`src/rtl/uart_pkg.sv`:
```
// Shared UART definitions: FSM state encoding and frame-format constants used by
// both the transmit and receive paths.
package uart_pkg;

  typedef enum logic [1:0] {
    StIdle  = 2'd0,
    StStart = 2'd1,
    StData  = 2'd2,
    StStop  = 2'd3
  } uart_state_e;

  localparam int unsigned BaudDivDefault       = 10416;  // 100 MHz / 9600
  localparam int unsigned FrameDataBits        = 8;
  localparam int unsigned FrameStopBitsDefault = 1;

  // Clock cycles from the falling edge of the start bit to the end of the stop bit(s).
  function automatic int unsigned frame_cycles(int unsigned baud_div, int unsigned stop_bits);
    return (1 + FrameDataBits + stop_bits) * baud_div;
  endfunction

endpackage

```
`src/rtl/uart_baud_tick.sv`:
```
// Free-running cycle counter with synchronous clear and a terminal-count flag at Limit-1.
module uart_baud_tick #(
  parameter int unsigned Limit = 4,
  parameter int unsigned Width = (Limit > 1) ? $clog2(Limit) : 1
) (
  input  logic             clk,
  input  logic             rst_n,
  input  logic             clear,
  output logic [Width-1:0] count,
  output logic             wrap
);

  logic [Width-1:0] count_q;

  // The owner clears at or before Limit-1, so the increment never overflows.
  always_ff @(posedge clk or negedge rst_n) begin
    if (!rst_n) begin
      count_q <= '0;
    end else if (clear) begin
      count_q <= '0;
    end else begin
      count_q <= count_q + 1'b1;
    end
  end

  assign count = count_q;
  assign wrap  = (count_q == Width'(Limit - 1));

endmodule

```
`src/rtl/uart_tx_frame.sv`:
```
// UART transmitter: one-byte holding register feeding an 8N1/8N2 shift FSM, LSB first,
// with back-to-back frames when the holding register is refilled during a frame.
module uart_tx_frame
  import uart_pkg::*;
#(
  parameter int unsigned BAUD_DIV  = BaudDivDefault,
  parameter int unsigned STOP_BITS = FrameStopBitsDefault,
  parameter int unsigned DATA_BITS = FrameDataBits
) (
  input  logic       clk,
  input  logic       rst_n,
  input  logic       tx_valid,
  input  logic [7:0] tx_data,
  output logic       tx_ready,
  output logic       tx,
  output logic       tx_busy,
  output logic       tx_done
);

  localparam int unsigned StopLen = BAUD_DIV * STOP_BITS;
  localparam int unsigned CntW    = (StopLen > 1) ? $clog2(StopLen) : 1;
  localparam int unsigned IdxW    = (DATA_BITS > 1) ? $clog2(DATA_BITS) : 1;

  uart_state_e          state_q, state_d;
  logic [7:0]           hold_data_q, hold_data_d;
  logic                 hold_full_q, hold_full_d;
  logic [7:0]           shift_q, shift_d;
  logic [IdxW-1:0]      idx_q, idx_d;
  logic                 tx_q, tx_d;
  logic                 tx_ready_q, tx_busy_q, tx_done_q;
  logic                 tx_done_d;
  logic [CntW-1:0]      cnt;
  logic                 stop_end;
  logic                 bit_end;
  logic                 cnt_clear;
  logic                 accept;

  assign accept    = tx_valid & tx_ready_q;
  // One counter serves both bit lengths: STOP spans all stop bits in a single pass.
  assign bit_end   = (state_q == StStop) ? stop_end : (cnt == CntW'(BAUD_DIV - 1));
  assign cnt_clear = (state_q == StIdle) | bit_end;

  uart_baud_tick #(
    .Limit (StopLen),
    .Width (CntW)
  ) u_baud_tick (
    .clk   (clk),
    .rst_n (rst_n),
    .clear (cnt_clear),
    .count (cnt),
    .wrap  (stop_end)
  );

  always_comb begin
    state_d     = state_q;
    hold_data_d = hold_data_q;
    hold_full_d = hold_full_q;
    shift_d     = shift_q;
    idx_d       = idx_q;
    tx_d        = tx_q;

    // Accept needs hold empty, drain needs hold full, so the two never collide.
    if (accept) begin
      hold_data_d = tx_data;
      hold_full_d = 1'b1;
    end

    case (state_q)
      StIdle: begin
        tx_d = 1'b1;
        if (hold_full_q) begin
          shift_d     = hold_data_q;
          hold_full_d = 1'b0;
          idx_d       = '0;
          state_d     = StStart;
          tx_d        = 1'b0;
        end
      end
      StStart: begin
        if (bit_end) begin
          state_d = StData;
          idx_d   = '0;
          tx_d    = shift_q[0];
        end
      end
      StData: begin
        if (bit_end) begin
          if (idx_q == IdxW'(DATA_BITS - 1)) begin
            state_d = StStop;
            tx_d    = 1'b1;
          end else begin
            idx_d = idx_q + 1'b1;
            tx_d  = shift_q[idx_d];
          end
        end
      end
      StStop: begin
        if (bit_end) begin
          if (hold_full_q) begin
            shift_d     = hold_data_q;
            hold_full_d = 1'b0;
            idx_d       = '0;
            state_d     = StStart;
            tx_d        = 1'b0;
          end else begin
            state_d = StIdle;
            tx_d    = 1'b1;
          end
        end
      end
      default: begin
        state_d = StIdle;
        tx_d    = 1'b1;
      end
    endcase

    // Registered pulse: raised one cycle early so it lands in the final stop-bit cycle.
    tx_done_d = (state_q == StStop) && (cnt == CntW'(StopLen - 2));
  end

  always_ff @(posedge clk or negedge rst_n) begin
    if (!rst_n) begin
      state_q     <= StIdle;
      hold_data_q <= '0;
      hold_full_q <= 1'b0;
      shift_q     <= '0;
      idx_q       <= '0;
      tx_q        <= 1'b1;
      tx_ready_q  <= 1'b1;
      tx_busy_q   <= 1'b0;
      tx_done_q   <= 1'b0;
    end else begin
      state_q     <= state_d;
      hold_data_q <= hold_data_d;
      hold_full_q <= hold_full_d;
      shift_q     <= shift_d;
      idx_q       <= idx_d;
      tx_q        <= tx_d;
      tx_ready_q  <= ~hold_full_d;
      tx_busy_q   <= (state_d != StIdle) | hold_full_d;
      tx_done_q   <= tx_done_d;
    end
  end

  assign tx       = tx_q;
  assign tx_ready = tx_ready_q;
  assign tx_busy  = tx_busy_q;
  assign tx_done  = tx_done_q;

endmodule

```
`config.mk`:
```
export PLATFORM = sky130hd
export DESIGN_NAME = uart_tx_frame
export DESIGN_NICKNAME = d
export VERILOG_FILES = /design/src/rtl/uart_pkg.sv /design/src/rtl/uart_baud_tick.sv /design/src/rtl/uart_tx_frame.sv
export SDC_FILE = /design/constraint.sdc
export NUM_CORES = 1
export LEC_CHECK = 0
export BUFFER_PORTS_ARGS = -buffer_cell sky130_fd_sc_hd__buf_2
export CAP_MARGIN = 0
export CELL_PAD_IN_SITES_DETAIL_PLACEMENT = 2
export CELL_PAD_IN_SITES_GLOBAL_PLACEMENT = 2
export CORE_ASPECT_RATIO = 0.75
export CORE_MARGIN = 2
export CORE_UTILIZATION = 36
export CTS_CLUSTER_SIZE = 24
export DETAILED_ROUTE_END_ITERATION = 10
export GPL_ROUTABILITY_DRIVEN = 0
export PLACE_DENSITY_LB_ADDON = 0.1
export SLEW_MARGIN = 20
export SYNTH_ARGS = -nofsm -noshare
export SYNTH_HDL_FRONTEND = slang
export SYNTH_HIERARCHICAL = 1
export SYNTH_SLANG_ARGS = --single-unit
export TNS_END_PERCENT = 5
```
`constraint.sdc`:
```
create_clock -name clk -period 2.7 [get_ports clk]
set_clock_uncertainty 0.2 [all_clocks]
set_input_delay 0.27 -clock clk [delete_from_list [all_inputs] [get_ports clk]]
set_output_delay 0.27 -clock clk [all_outputs]
set_load 0.01 [all_outputs]
```
==> run_results.csv, run 1 <==
group,metric,value,unit
critical_path,r2r_start,"u_baud_tick/count[9]",
global_routing,grt-ovfl-total,0,
cts,cts_max_level,2,
floorplan,ios,15,
place,portBuffers,14,
pwr,leakage,0.001063,µW
final_layout,nNetsFinal,215,
critical_path,reg2reg_setup_slack,170,ps
global_routing,grt_antenna_before_repair,0,
timing,drv_slew,0,
critical_path,critPathLaunch,"u_baud_tick/count[9]",
global_routing,grtUsageTotal,18.53,%
floorplan,initial_core_util,37.50,%
timing,min_period,2534,ps
routing,drtIter0Drc,35,
routing,ant_nets,0,
global_routing,grt_max_degree,41,
pwr,p_per_area,560.9,nW/µm²
final_layout,area_growth,17.36,%
synthesis,syn_area,2018,µm²
final_layout,final_common_cell,"dfrtp_1",
timing,whs,10.11,ps
timing,setup_viol,0,
routing,drt_first_pass_iters,4,
floorplan,die_y,68.84,µm
cts,clock_path_buffers,2,
synthesis,avgSynthCellArea,11.87,µm²
global_routing,grt_pass1_wl,8749,µm
global_routing,grt_pass1_vias,1620,
synthesis,synth_cells,170,
routing,vias,1466,
synthesis,synth_seq_cells,40,
critical_path,endpoint_kind,"register",
critical_path,startpoint_type,"register",
cts,clk_pin_slew_worst_paths,80,ps
cts,cts_setup_buffers,0,
cts,cts_root_buf,"clkbuf_8",
final_layout,drive_above_1_share,31.47,%
synthesis,synthArstFlopShare,100.0,%
cts,cts_sinks,40,
timing,rsz0062_at_grt,"no",
timing,timing.fmax,394.6,MHz
synthesis,synth-main-ff-cell,"dfrtp_1",
routing,drcViolationCount,0,
final_layout,n_antenna_cell,0,
timing,worstMarginPinSlew,921.5,ps
critical_path,rr_worst_depth,9,
routing,viasPerCell,5.390,
cts,cts_buffers,5,
synthesis,ys_seq_area_share,49.72,%
pwr,peakVddDrop,239.3,µV
synthesis,synth_edf_count,0,
floorplan,placeableCoreArea,5381,µm²
timing,layout_setup_ws,166.1,ps
cts,clkLatencyLatePin,290,ps
floorplan,num_rows,23,
floorplan,die_x,90.46,µm
critical_path,cp.arrival,2510,ps
critical_path,worstPathRequired,2670,ps
place,place_ws,111.4,ps
synthesis,ys_types,44,
timing,final_hold_viol_count,0,
run_status,status,"finished, final reports clean",
timing,final.setup.tns,0,ps
critical_path,worstSetupPathType,"register to register",
cts,cts_tree,"built",
timing,slew_headroom,38.57,%
synthesis,yosysWarnings,6,
place,dpl.hpwl,3841,µm
routing,routedWlPerCell,19.10,µm
floorplan,die-area,6227,µm²
job,drv_cap,0,
timing,finalCritPeriodShare,93.85,%
final_layout,most-common-layout-cells,"dfrtp_1 (37), mux2_2 (20), buf_2 (14)",
min_path,hp-class,"primary input to register",
routing,wl,5195,µm
critical_path,critPathCapture,"tx_busy",
critical_path,timing.rr.end,"tx_busy",
critical_path,path_max_fanout,7,
synthesis,synth_nets,188,
[state kept, by name, summed over array words and instances (netlist names)]
name               cells
u_baud_tick/count     14
hold_data_q            8
shift_q                8
idx_q                  3
state_q                2
hold_full_q            1
tx                     1
tx_busy                1
tx_done                1
tx_ready               1
[cell families after synthesis]
| family | after synthesis | share of synthesized area [%] |
|---|---|---|
| AOI/OAI and AO/OA | 30 | 10.42 |
| xor gates and xnor gates | 3 | 1.302 |
| adders and majority gates | 7 | 4.340 |
| buffers and inverters | 9 | 2.046 |
| DFF | 40 | 49.72 |
| muxes | 23 | 13.89 |
| and+or+nand+nor | 58 | 18.29 |
[synth_stat cells, types with 2 or more instances]
| library cell | count | share of area (%) |
|---|---|---|
| dfrtp_1 | 38 | 47 |
| mux2_2 | 20 | 11 |
| nor2_1 | 10 | 1.9 |
| a21oi_1 | 9 | 2.2 |
| nand2_1 | 9 | 1.7 |
| inv_1 | 8 | 1.5 |
| ha_1 | 7 | 4.3 |
| nor2b_1 | 6 | 1.9 |
| nand3_1 | 5 | 1.2 |
| o21ai_0 | 5 | 1.2 |
| or3_1 | 5 | 1.5 |
| nand4_1 | 3 | 0.93 |
| nor4_1 | 3 | 0.93 |
| o31ai_1 | 3 | 1.1 |
| or4_1 | 3 | 1.1 |
| a32o_1 | 2 | 0.99 |
| dfstp_2 | 2 | 2.6 |
| mux4_2 | 2 | 2.2 |
| nor3b_1 | 2 | 0.74 |
| o22ai_1 | 2 | 0.62 |
| or3_2 | 2 | 0.74 |
| xnor2_1 | 2 | 0.87 |
[where the power goes]
group	switching, µW	internal (µW)	total [µW]
registers	28.3	646	674
logic	31.8	41.3	73.1
clock network	217	364	581
[per-stage QoR]
stage / cells / utilization (%) / instance area [µm²] / power [µW]
4_1_cts: 272 / 43.76 / 2355 / 1339
3_3_place_gp: 264 / 41.18 / 2216 / 749.0
3_5_place_dp: 264 / 41.18 / 2216 / 762.3
2_1_floorplan: 170 / - / 2018 / 718.2
6_report: 272 / 44.01 / 2369 / 1328
5_1_grt: 272 / 44.01 / 2369 / 1382
[cell type report]
type	count	area [µm²]
Clock inverter	2	60.06
Inverter	8	30.03
Multi-Input combinational cell	121	985.9
Fill cell	567	3013
Tap cell	75	93.84
Clock buffer	5	68.82
Timing Repair Buffer	21	125.1
Sequential cell	40	1005
[critical path, cell delays in order, from the launching register on]
cell	delay, ps
dfrtp_1	450
nor4b_2	280
nand3_1	120
nor4_2	260
buf_4	190
nor2b_1	80
a21boi_0	250
o22ai_1	120
o31a_1	130
or3_1	340
[worst min path at each step]
stage,cells past startpoint,start,end,slack [ps]
floorplan,0,rst_n,hold_data_q[0],-230
global placement,1,rst_n,u_baud_tick/count[6],240
detailed placement,1,rst_n,u_baud_tick/count[6],260
CTS,2,tx_data[5],hold_data_q[5],7
global route,2,tx_data[0],hold_data_q[0],6
finish,2,tx_data[6],hold_data_q[6],10
[layer usage]
layer  wire, µm  vias up  GRT usage [%]
met1       2616      760          25.90
met4         22        0          4.615
met3         90        2          3.587
met5          0        -              0
met2       2466       11          30.17
li1           -      693              -
[timing repair]
| action | CTS | global route |
|---|---|---|
| hold buffers | 1 | 0 |
| endpoints found under the hold margin | 38 | 0 |
| endpoints found under the setup margin | 0 | 1 |
| resized for setup | 0 | 3 |
No activity file was read; power rests on OpenSTA's default activity.
==> run 2, diff against run 1 <==
- CORE_ASPECT_RATIO: 0.75 -> default
==> run 2 against run 1 <==
Effect of this change: design area fell by 0.21%; sequential share of layout area barely moved; count of clock-buffer cells in the layout rose by 1.
==> run_results.csv, run 2 (synthesis results as in run 1) <==
group,metric,value,unit
run_status,status,"finished, final reports clean",
final_layout,most-common-layout-cells,"dfrtp_1 (38), mux2_2 (20), buf_2 (14)",
timing,whs,6.160,ps
pwr,p_per_area,488.6,nW/µm²
timing,slew_headroom,41.55,%
place,dpl.hpwl,3478,µm
final_layout,n_antenna_cell,0,
routing,ant_nets,0,
routing,routedWlPerCell,17.23,µm
routing,drtIter0Drc,44,
final_layout,final_common_cell,"dfrtp_1",
pwr,leakage,0.001058,µW
critical_path,worstSetupPathType,"register to register",
cts,clkLatencyLatePin,300,ps
final_layout,area_growth,17.11,%
routing,wl,4738,µm
pwr,total_power,1155,µW
floorplan,ios,15,
critical_path,startpoint_type,"register",
job,drv_cap,0,
timing,drv_slew,0,
floorplan,num_rows,27,
critical_path,worstPathRequired,2680,ps
timing,finalCritPeriodShare,94.45,%
global_routing,grt-ovfl-total,0,
critical_path,endpoint_kind,"register",
cts,clock_path_buffers,2,
timing,min_period,2550,ps
global_routing,grt_max_degree,41,
floorplan,die-area,6221,µm²
global_routing,grt_pass1_vias,1663,
place,portBuffers,14,
pwr,pwr-share-comb,6.7,%
pwr,power.internal,876.6,µW
timing,final_hold_viol_count,0,
critical_path,path_max_fanout,7,
routing,vias,1460,
cts,cts_max_level,2,
timing,timing.fmax,392.1,MHz
place,dp_cells,260,
routing,viasPerCell,5.309,
cts,cts_root_buf,"clkbuf_8",
cts,clk_pin_slew_worst_paths,80,ps
cts,cts_buffers,5,
global_routing,grt_antenna_before_repair,0,
final_layout,stdcell_area,2364,µm²
cts,cts_sinks,40,
cts,cts_tree,"built",
pwr,pwr-share-seq,58.1,%
floorplan,die_y,78.88,µm
routing,drcViolationCount,0,
cts,cts_setup_buffers,0,
floorplan,placeableCoreArea,5473,µm²
routing,drt_first_pass_iters,4,
min_path,hp-class,"primary input to register",
pwr,peakVddDrop,247.2,µV
place,placed_cell_area,2205,µm²
timing,final.setup.tns,0,ps
pwr,switching_share,24.09,%
final_layout,nNetsFinal,220,
timing,rsz0062_at_grt,"no",
pwr,power.share.clock,35.2,%
final_layout,stdcell_count,275,
global_routing,grt_pass1_wl,8293,µm
final_layout,largest_reg_flops,14,
global_routing,grtUsageTotal,17.38,%
timing,worstMarginPinSlew,876.8,ps
critical_path,cp.arrival,2530,ps
floorplan,initial_core_util,36.88,%
final_layout,drive_above_1_share,28.57,%
floorplan,die_x,78.88,µm
cts,ctsResizeCount,0,
pwr,p_sw,278.1,µW
timing,setup_viol,0,
[run 2: final cells by class]
type / instances / area (µm²)
inverter: 8 / 30.03
timing repair buffer: 26 / 177.7
clock inverter: 2 / 16.27
clock buffer: 6 / 72.57
tap: 72 / 90.09
sequential: 40 / 1003
multi-input combinational: 121 / 973.4
fill: 579 / 3109
[run 2: metrics by stage]
step	setup WS (ps)	util (%)
finish	149.7	43.19
floorplan	138.2	-
CTS	149.4	43.19
detailed placement	153.6	40.28
global route	3.895	43.19
global placement	261.5	40.28
[run 2: critical path: stages (launching register included)]
cell,delay (ps)
dfrtp_1,450
nor4b_1,350
nand3_1,130
nor4_1,270
buf_4,190
nor2b_1,80
a21boi_0,200
o22ai_1,100
o31a_1,120
or3_1,340
[run 2: repair_timing]
item,CTS,global route
endpoints found under the hold margin,44,0
setup endpoints to repair,0,0
hold buffers,7,0
[run 2: power by group through the flow]
stage / Combinational [µW] / Clock, µW / Sequential, µW
after floorplan: 44.5 / 0 / 674
after global placement: 68.5 / 0 / 681
after detailed placement: 72.4 / 0 / 685
after CTS: 80.3 / 424 / 673
after global routing: 88.1 / 446 / 680
final: 77.5 / 406 / 671
[run 2: layer usage]
layer | vias to the layer above | global-route usage [%] | routed length [µm]
li1 | 700 | - | -
met4 | 0 | 5.690 | 71
met2 | 17 | 30.09 | 2473
met3 | 7 | 3.750 | 111
met5 | - | 0 | 0
met1 | 736 | 21.62 | 2082
[run 2: path summary, 6_finish.rpt]
| check | start | depth (start not counted) | slack [ps] | to |
|---|---|---|---|---|
| worst max-delay path | u_baud_tick/count[9] | 9 | 150 | tx_busy |
| worst min-delay path | tx_data[5] | 2 | 6 | hold_data_q[5] |
| worst max register to register | u_baud_tick/count[9] | 9 | 150 | tx_busy |
| worst min register to register | hold_data_q[1] | 1 | 310 | shift_q[1] |
| max in group asynchronous | rst_n | 2 | 1320 | shift_q[6] |
| min in group asynchronous | rst_n | 2 | 410 | state_q[1] |
